## src/rtl/mem_sram_ctrl_if.sv

```systemverilog
// Pipeline-side load/store bus of the MEM-stage SRAM controller.
// The pipeline is the master; mem_sram_ctrl is the slave.
interface mem_sram_ctrl_if;
   logic        mem_r_en;
   logic        mem_w_en;
   logic [31:0] address;
   logic [31:0] write_data;
   logic [31:0] read_data;
   logic        ready;

   modport master (
      output mem_r_en,
      output mem_w_en,
      output address,
      output write_data,
      input  read_data,
      input  ready
   );

   modport slave (
      input  mem_r_en,
      input  mem_w_en,
      input  address,
      input  write_data,
      output read_data,
      output ready
   );
endinterface

```

## src/rtl/mem_sram_ctrl.sv

```systemverilog
// MEM-stage controller: splits 32-bit loads/stores into two 16-bit async SRAM cycles.
// Optional macro SRAM_FAST_WRITE_EN lets writes skip the WAIT settle phase.
module mem_sram_ctrl #(
   parameter logic [31:0] BASE_ADDR   = 32'd1024,
   parameter int unsigned WAIT_CYCLES = 3
) (
   input  logic                  clk,
   input  logic                  rst,
   mem_sram_ctrl_if.slave        bus,
   output logic [17:0]           sram_addr,
   output logic [15:0]           sram_dq_out,
   output logic                  sram_dq_oe,
   input  logic [15:0]           sram_dq_in,
   output logic                  sram_we_n
);

   typedef enum logic [2:0] {
      IDLE,
      LO,
      HI,
      WAIT,
      DONE
   } state_t;

   localparam logic [3:0] WAIT_LAST = 4'(WAIT_CYCLES - 1);

   state_t      state;
   logic [3:0]  wait_cnt;
   logic        is_write;
   logic [16:0] word_idx;
   logic [15:0] wdata_hi;
   logic [15:0] lo_stage;
   logic [31:0] read_data_q;

   logic [31:0] aligned_addr;
   logic [31:0] offset;
   logic [16:0] word_next;
   logic        request;
   logic        unused_bits;

   // Word index wraps modulo 2^17; the discarded offset bits are deliberately unused.
   assign aligned_addr = {bus.address[31:2], 2'b00};
   assign offset       = aligned_addr - BASE_ADDR;
   assign word_next    = offset[18:2];
   assign unused_bits  = ^{offset[31:19], offset[1:0], bus.address[1:0]};
   assign request      = bus.mem_r_en | bus.mem_w_en;

   assign bus.ready     = (state == DONE) || ((state == IDLE) && !request);
   assign bus.read_data = read_data_q;

   // Single FSM; every SRAM pin is registered and set up on the edge entering its phase.
   always_ff @(posedge clk or negedge rst) begin
      if (!rst) begin
         state       <= IDLE;
         wait_cnt    <= 4'd0;
         is_write    <= 1'b0;
         word_idx    <= 17'd0;
         wdata_hi    <= 16'd0;
         lo_stage    <= 16'd0;
         read_data_q <= 32'd0;
         sram_addr   <= 18'd0;
         sram_dq_out <= 16'd0;
         sram_dq_oe  <= 1'b0;
         sram_we_n   <= 1'b1;
      end else begin
         case (state)
            IDLE: begin
               if (request) begin
                  is_write  <= bus.mem_w_en;
                  word_idx  <= word_next;
                  wdata_hi  <= bus.write_data[31:16];
                  sram_addr <= {word_next, 1'b0};
                  if (bus.mem_w_en) begin
                     sram_dq_out <= bus.write_data[15:0];
                     sram_dq_oe  <= 1'b1;
                     sram_we_n   <= 1'b0;
                  end else begin
                     sram_dq_oe  <= 1'b0;
                     sram_we_n   <= 1'b1;
                  end
                  state <= LO;
               end
            end
            LO: begin
               if (!is_write) begin
                  lo_stage <= sram_dq_in;
               end else begin
                  sram_dq_out <= wdata_hi;
               end
               sram_addr <= {word_idx, 1'b1};
               state     <= HI;
            end
            HI: begin
               if (!is_write) begin
                  read_data_q <= {sram_dq_in, lo_stage};
               end
               sram_we_n  <= 1'b1;
               sram_dq_oe <= 1'b0;
               wait_cnt   <= 4'd0;
`ifdef SRAM_FAST_WRITE_EN
               state <= is_write ? DONE : WAIT;
`else
               state <= WAIT;
`endif
            end
            WAIT: begin
               if (wait_cnt == WAIT_LAST) begin
                  state <= DONE;
               end else begin
                  wait_cnt <= wait_cnt + 4'd1;
               end
            end
            DONE: begin
               state <= IDLE;
            end
            default: begin
               state <= IDLE;
            end
         endcase
      end
   end

endmodule

```

## src/flat_wrapper.sv

```systemverilog
// flat-port wrapper written by rule: the top's interface ports become plain ports
module mem_sram_ctrl_flat 
#(
   parameter logic [31:0] BASE_ADDR   = 32'd1024,
   parameter int unsigned WAIT_CYCLES = 3
)
  (clk, rst, sram_addr, sram_dq_out, sram_dq_oe, sram_dq_in, sram_we_n, bus_mem_r_en, bus_mem_w_en, bus_address, bus_write_data, bus_read_data, bus_ready);
  mem_sram_ctrl_if bus_i ();
  input  logic clk;
  input  logic rst;
  output logic [17:0] sram_addr;
  output logic [15:0] sram_dq_out;
  output logic sram_dq_oe;
  input  logic [15:0] sram_dq_in;
  output logic sram_we_n;
  input wire logic [$bits(bus_i.mem_r_en)-1:0] bus_mem_r_en;
  input wire logic [$bits(bus_i.mem_w_en)-1:0] bus_mem_w_en;
  input wire logic [$bits(bus_i.address)-1:0] bus_address;
  input wire logic [$bits(bus_i.write_data)-1:0] bus_write_data;
  output wire logic [$bits(bus_i.read_data)-1:0] bus_read_data;
  output wire logic [$bits(bus_i.ready)-1:0] bus_ready;
  assign bus_i.mem_r_en = bus_mem_r_en;
  assign bus_i.mem_w_en = bus_mem_w_en;
  assign bus_i.address = bus_address;
  assign bus_i.write_data = bus_write_data;
  assign bus_read_data = bus_i.read_data;
  assign bus_ready = bus_i.ready;
  mem_sram_ctrl #(.BASE_ADDR(BASE_ADDR), .WAIT_CYCLES(WAIT_CYCLES)) u_core (.clk(clk), .rst(rst), .bus(bus_i), .sram_addr(sram_addr), .sram_dq_out(sram_dq_out), .sram_dq_oe(sram_dq_oe), .sram_dq_in(sram_dq_in), .sram_we_n(sram_we_n));
endmodule
```

## config.mk

```make
export PLATFORM = sky130hd
export DESIGN_NAME = mem_sram_ctrl_flat
export DESIGN_NICKNAME = d
export VERILOG_FILES = /design/src/rtl/mem_sram_ctrl_if.sv /design/src/rtl/mem_sram_ctrl.sv /design/src/flat_wrapper.sv
export SDC_FILE = /design/constraint.sdc
export NUM_CORES = 1
export LEC_CHECK = 0
export CORE_UTILIZATION = 42
export CTS_CLUSTER_SIZE = 25
export DETAILED_ROUTE_END_ITERATION = 6
export GPL_ROUTABILITY_DRIVEN = 0
export PLACE_DENSITY = 0.81
export SETUP_SLACK_MARGIN = 0.15
export SYNTH_ARGS = -nofsm -noshare
export SYNTH_HDL_FRONTEND = slang
export SYNTH_SLANG_ARGS = --single-unit
```

## constraint.sdc

```tcl
create_clock -name clk -period 1.5 [get_ports clk]
set_input_delay 0.3 -clock clk [delete_from_list [all_inputs] [get_ports clk]]
set_output_delay 0.3 -clock clk [all_outputs]
set_load 0.1 [all_outputs]
```

==> metrics.yaml, run 1 <==
timing:
  worst_pin_slew_ns: 0.4528
  slew_headroom: 0.6955
  rsz0062_at_grt: "yes"
  hold_viol: 0
  fin_skew_ns: 0.01096
  fmax_mhz: 536.4
  hold_slack_ns: 0.3488
  slew_violations: 0
  finalCriticalPeriod_ns: 1.864
  finalWorstSetupSlack_ns: -0.3643
  finalSetupViolCount: 120
  final.setup.tns_ns: -16.73
  fin_crit_sh: 1.243
final_layout:
  fill_cells: 481
  drive_gt1_frac: 0.5412
  design_area_um2: 9960
  seq_area_um2: 3133
  nets: 754
  n_antenna_cell: 0
  area_growth_pct: 96.01
  multiInputGateArea_um2: 2550
cts:
  cts-htree-levels: 4
  clk_path_buf_depth: 2
  clkTransAtPathRegs_ns: 0.06
  cts_buffers: 17
  clkLatencyLatePin_ns: 0.42
  tritoncts: "done"
  cts_root_buffer: "clkbuf_16"
  clock-sinks: 125
critical_path:
  crit_chain: "buf_6, nor3b_4, buf_6, buf_12, buf_12, mux2i_2, o21ai_1"
  path_delay_family: "buffers and inverters"
  critPathKind: "register to register"
  cpMaxStageDelayCell: "dfrtp_2"
  arrival_ns: 2.13
  crit_required_ns: 1.77
  critical_path.max_fanout: 7
  cp-start-kind: "register"
  path_buf_inv: 4
  slowest_delay_ns: 0.48
  end_kind: "register"
synthesis:
  netlist.area_leader.share: 0.6107
  ys_ff_latch: 125
  synthTopCellsByArea: "dfrtp_1 (61%), mux2_2 (10%), nand2_1 (8.2%), mux2i_1 (3.5%), o21ai_0 (2.3%)"
  synth_common_cells: "dfrtp_1 (124), nand2_1 (111), mux2_2 (46), o21ai_0 (23), mux2i_1 (18)"
  synth_flop_cell: "dfrtp_1"
  syn_avg_cell_area_um2: 11.87
  yosysSeqAreaShare: 0.6159
  syn_inst: 428
  synth_area_um2: 5081
  ys_types: 44
  post-synth-top-area-cell: "dfrtp_1"
  syn_nets: 515
  async_flop_share: 1.000
  yosysWarnings: 0
  synth-edff-count: 0
  synth.most_common_cell: "dfrtp_1"
job:
  cap_violations: 0
grt:
  grt_usage: 0.2780
  antenna_found_initial: 0
  grt_pass1_vias: 4799
  gr-total-overflow: 0
  grt_pass1_wl_um: 26140
  grt_max_degree: 56
placement:
  hpwl_um: 8937
  io_buffers: 137
  post-place-ws_ns: -0.6778
  postPlaceCellArea_um2: 7699
die:
  fp-row-count: 39
  die_h_um: 112.0
  dieArea_um2: 12540
  ios: 153
  core_um2: 11610
  die_w_um: 112.0
  start_util: 0.4375
routing:
  drt_wl_total_um: 19780
  vias: 4607
  dr.pass1.iters: 7
  avgRoutedWirePerCell_um: 24.03
  drc: 14
  via_per_inst: 5.598
  drt_iter0_drc: 329
  antenna_left: 0
run_status:
  failed_checks: "design-rule violations, negative setup slack"
  outcome: "complete, but fails checks"
hold_path:
  hold_path_class: "primary input to async pin"
==> through the flow <==
step	utilization	cells
2_1_floorplan	-	428
3_3_place_gp	0.6629	723
3_5_place_dp	0.6629	723
4_1_cts	0.7933	790
5_1_grt	0.8576	823
6_report	0.8576	823
==> final timing paths <==
path | start | to | slack [ns] | cells past startpoint
worst max-delay path | u_core.state[2] | u_core.sram_dq_out[9] | -0.36 | 7
worst min-delay path | rst | u_core.sram_addr[12] | 0.35 | 2
worst max register to register | u_core.state[2] | u_core.sram_dq_out[9] | -0.36 | 7
worst min register to register | u_core.word_idx[9] | u_core.word_idx[9] | 0.49 | 1
max in group asynchronous | rst | u_core.wdata_hi[1] | 0.55 | 3
min in group clk | bus_mem_w_en | u_core.sram_we_n | 0.43 | 3
==> area by class of cell <==
| class | instances | area share |
|---|---|---|
| repair buffers | 244 | 0.3506 |
| flip-flops and latches | 125 | 0.3146 |
| multi-input cells | 276 | 0.2560 |
| clock buffers | 24 | 0.04636 |
| well taps | 143 | 0.01796 |
| clock inverters | 8 | 0.01156 |
| inverters | 3 | 0.002889 |
==> what timing repair did <==
action                                  CTS  global route
hold endpoints to repair                 15             0
gates resized for setup                 115           124
endpoints found under the setup margin  119           149
hold buffers                              1             0
gates cloned                             13             3
buffers inserted                         21            30
pin swaps                                15            65
==> routing by layer <==
metal / track usage / share of wire / up-vias / routed length, um
met1: 0.3106 / 0.36 / 2325 / 7133
met5: 0 / 0 / - / 0
met4: 0.09067 / 0.035 / 0 / 693
met3: 0.1100 / 0.089 / 59 / 1751
li1: - / - / 1949 / -
met2: 0.4849 / 0.52 / 274 / 10200
==> flip-flops by register name (all words and copies together) (netlist names) <==
register              flops
u_core.lo_stage          16
u_core.sram_addr         18
u_core.word_idx          17
u_core.wait_cnt           4
u_core.bus.read_data     32
u_core.is_write           1
u_core.wdata_hi          16
u_core.state              3
u_core.sram_we_n          1
u_core.sram_dq_oe         1
u_core.sram_dq_out       16
==> worst reg2reg max path, cell delays in order, from the launching register on <==
cell     delay [ns]
dfrtp_2        0.48
buf_6          0.16
nor3b_4        0.19
buf_6          0.14
buf_12         0.10
buf_12         0.14
mux2i_2        0.34
o21ai_1        0.17
==> cells by family after synthesis <==
kind of cell               synth area share
and+or+nand+nor                      0.1219
DFF                                  0.6159
muxes                                0.1418
AOI/OAI and AO/OA                   0.08151
buffers and inverters               0.02635
xor gates and xnor gates           0.005172
adders and majority gates          0.007388
==> cells in the final DEF (no fill, tap or decap), types with 7 or more instances in the layout <==
| cell type | instances |
|---|---|
| clkdlybuf4s50_1 | 62 |
| nand2_4 | 23 |
| o21ai_1 | 19 |
| buf_16 | 11 |
| nand2_2 | 39 |
| a21o_1 | 7 |
| clkbuf_16 | 21 |
| a22oi_2 | 10 |
| buf_6 | 26 |
| buf_12 | 85 |
| nand2_1 | 49 |
| a221o_1 | 7 |
| buf_4 | 44 |
| mux2_4 | 48 |
| mux2i_1 | 12 |
| dfrtp_1 | 121 |
Power of run 1 is not shown: default switching activity piles up to over one toggle a cycle in this logic, so the estimate is an artifact.
==> run 2: changes to the inputs <==
- CTS_CLUSTER_DIAMETER: default -> 30
==> results of run 2 <==
Same layout as run 1: the final DEF is identical, and so are final timing and power.
Power of run 2 is left out for the same reason.
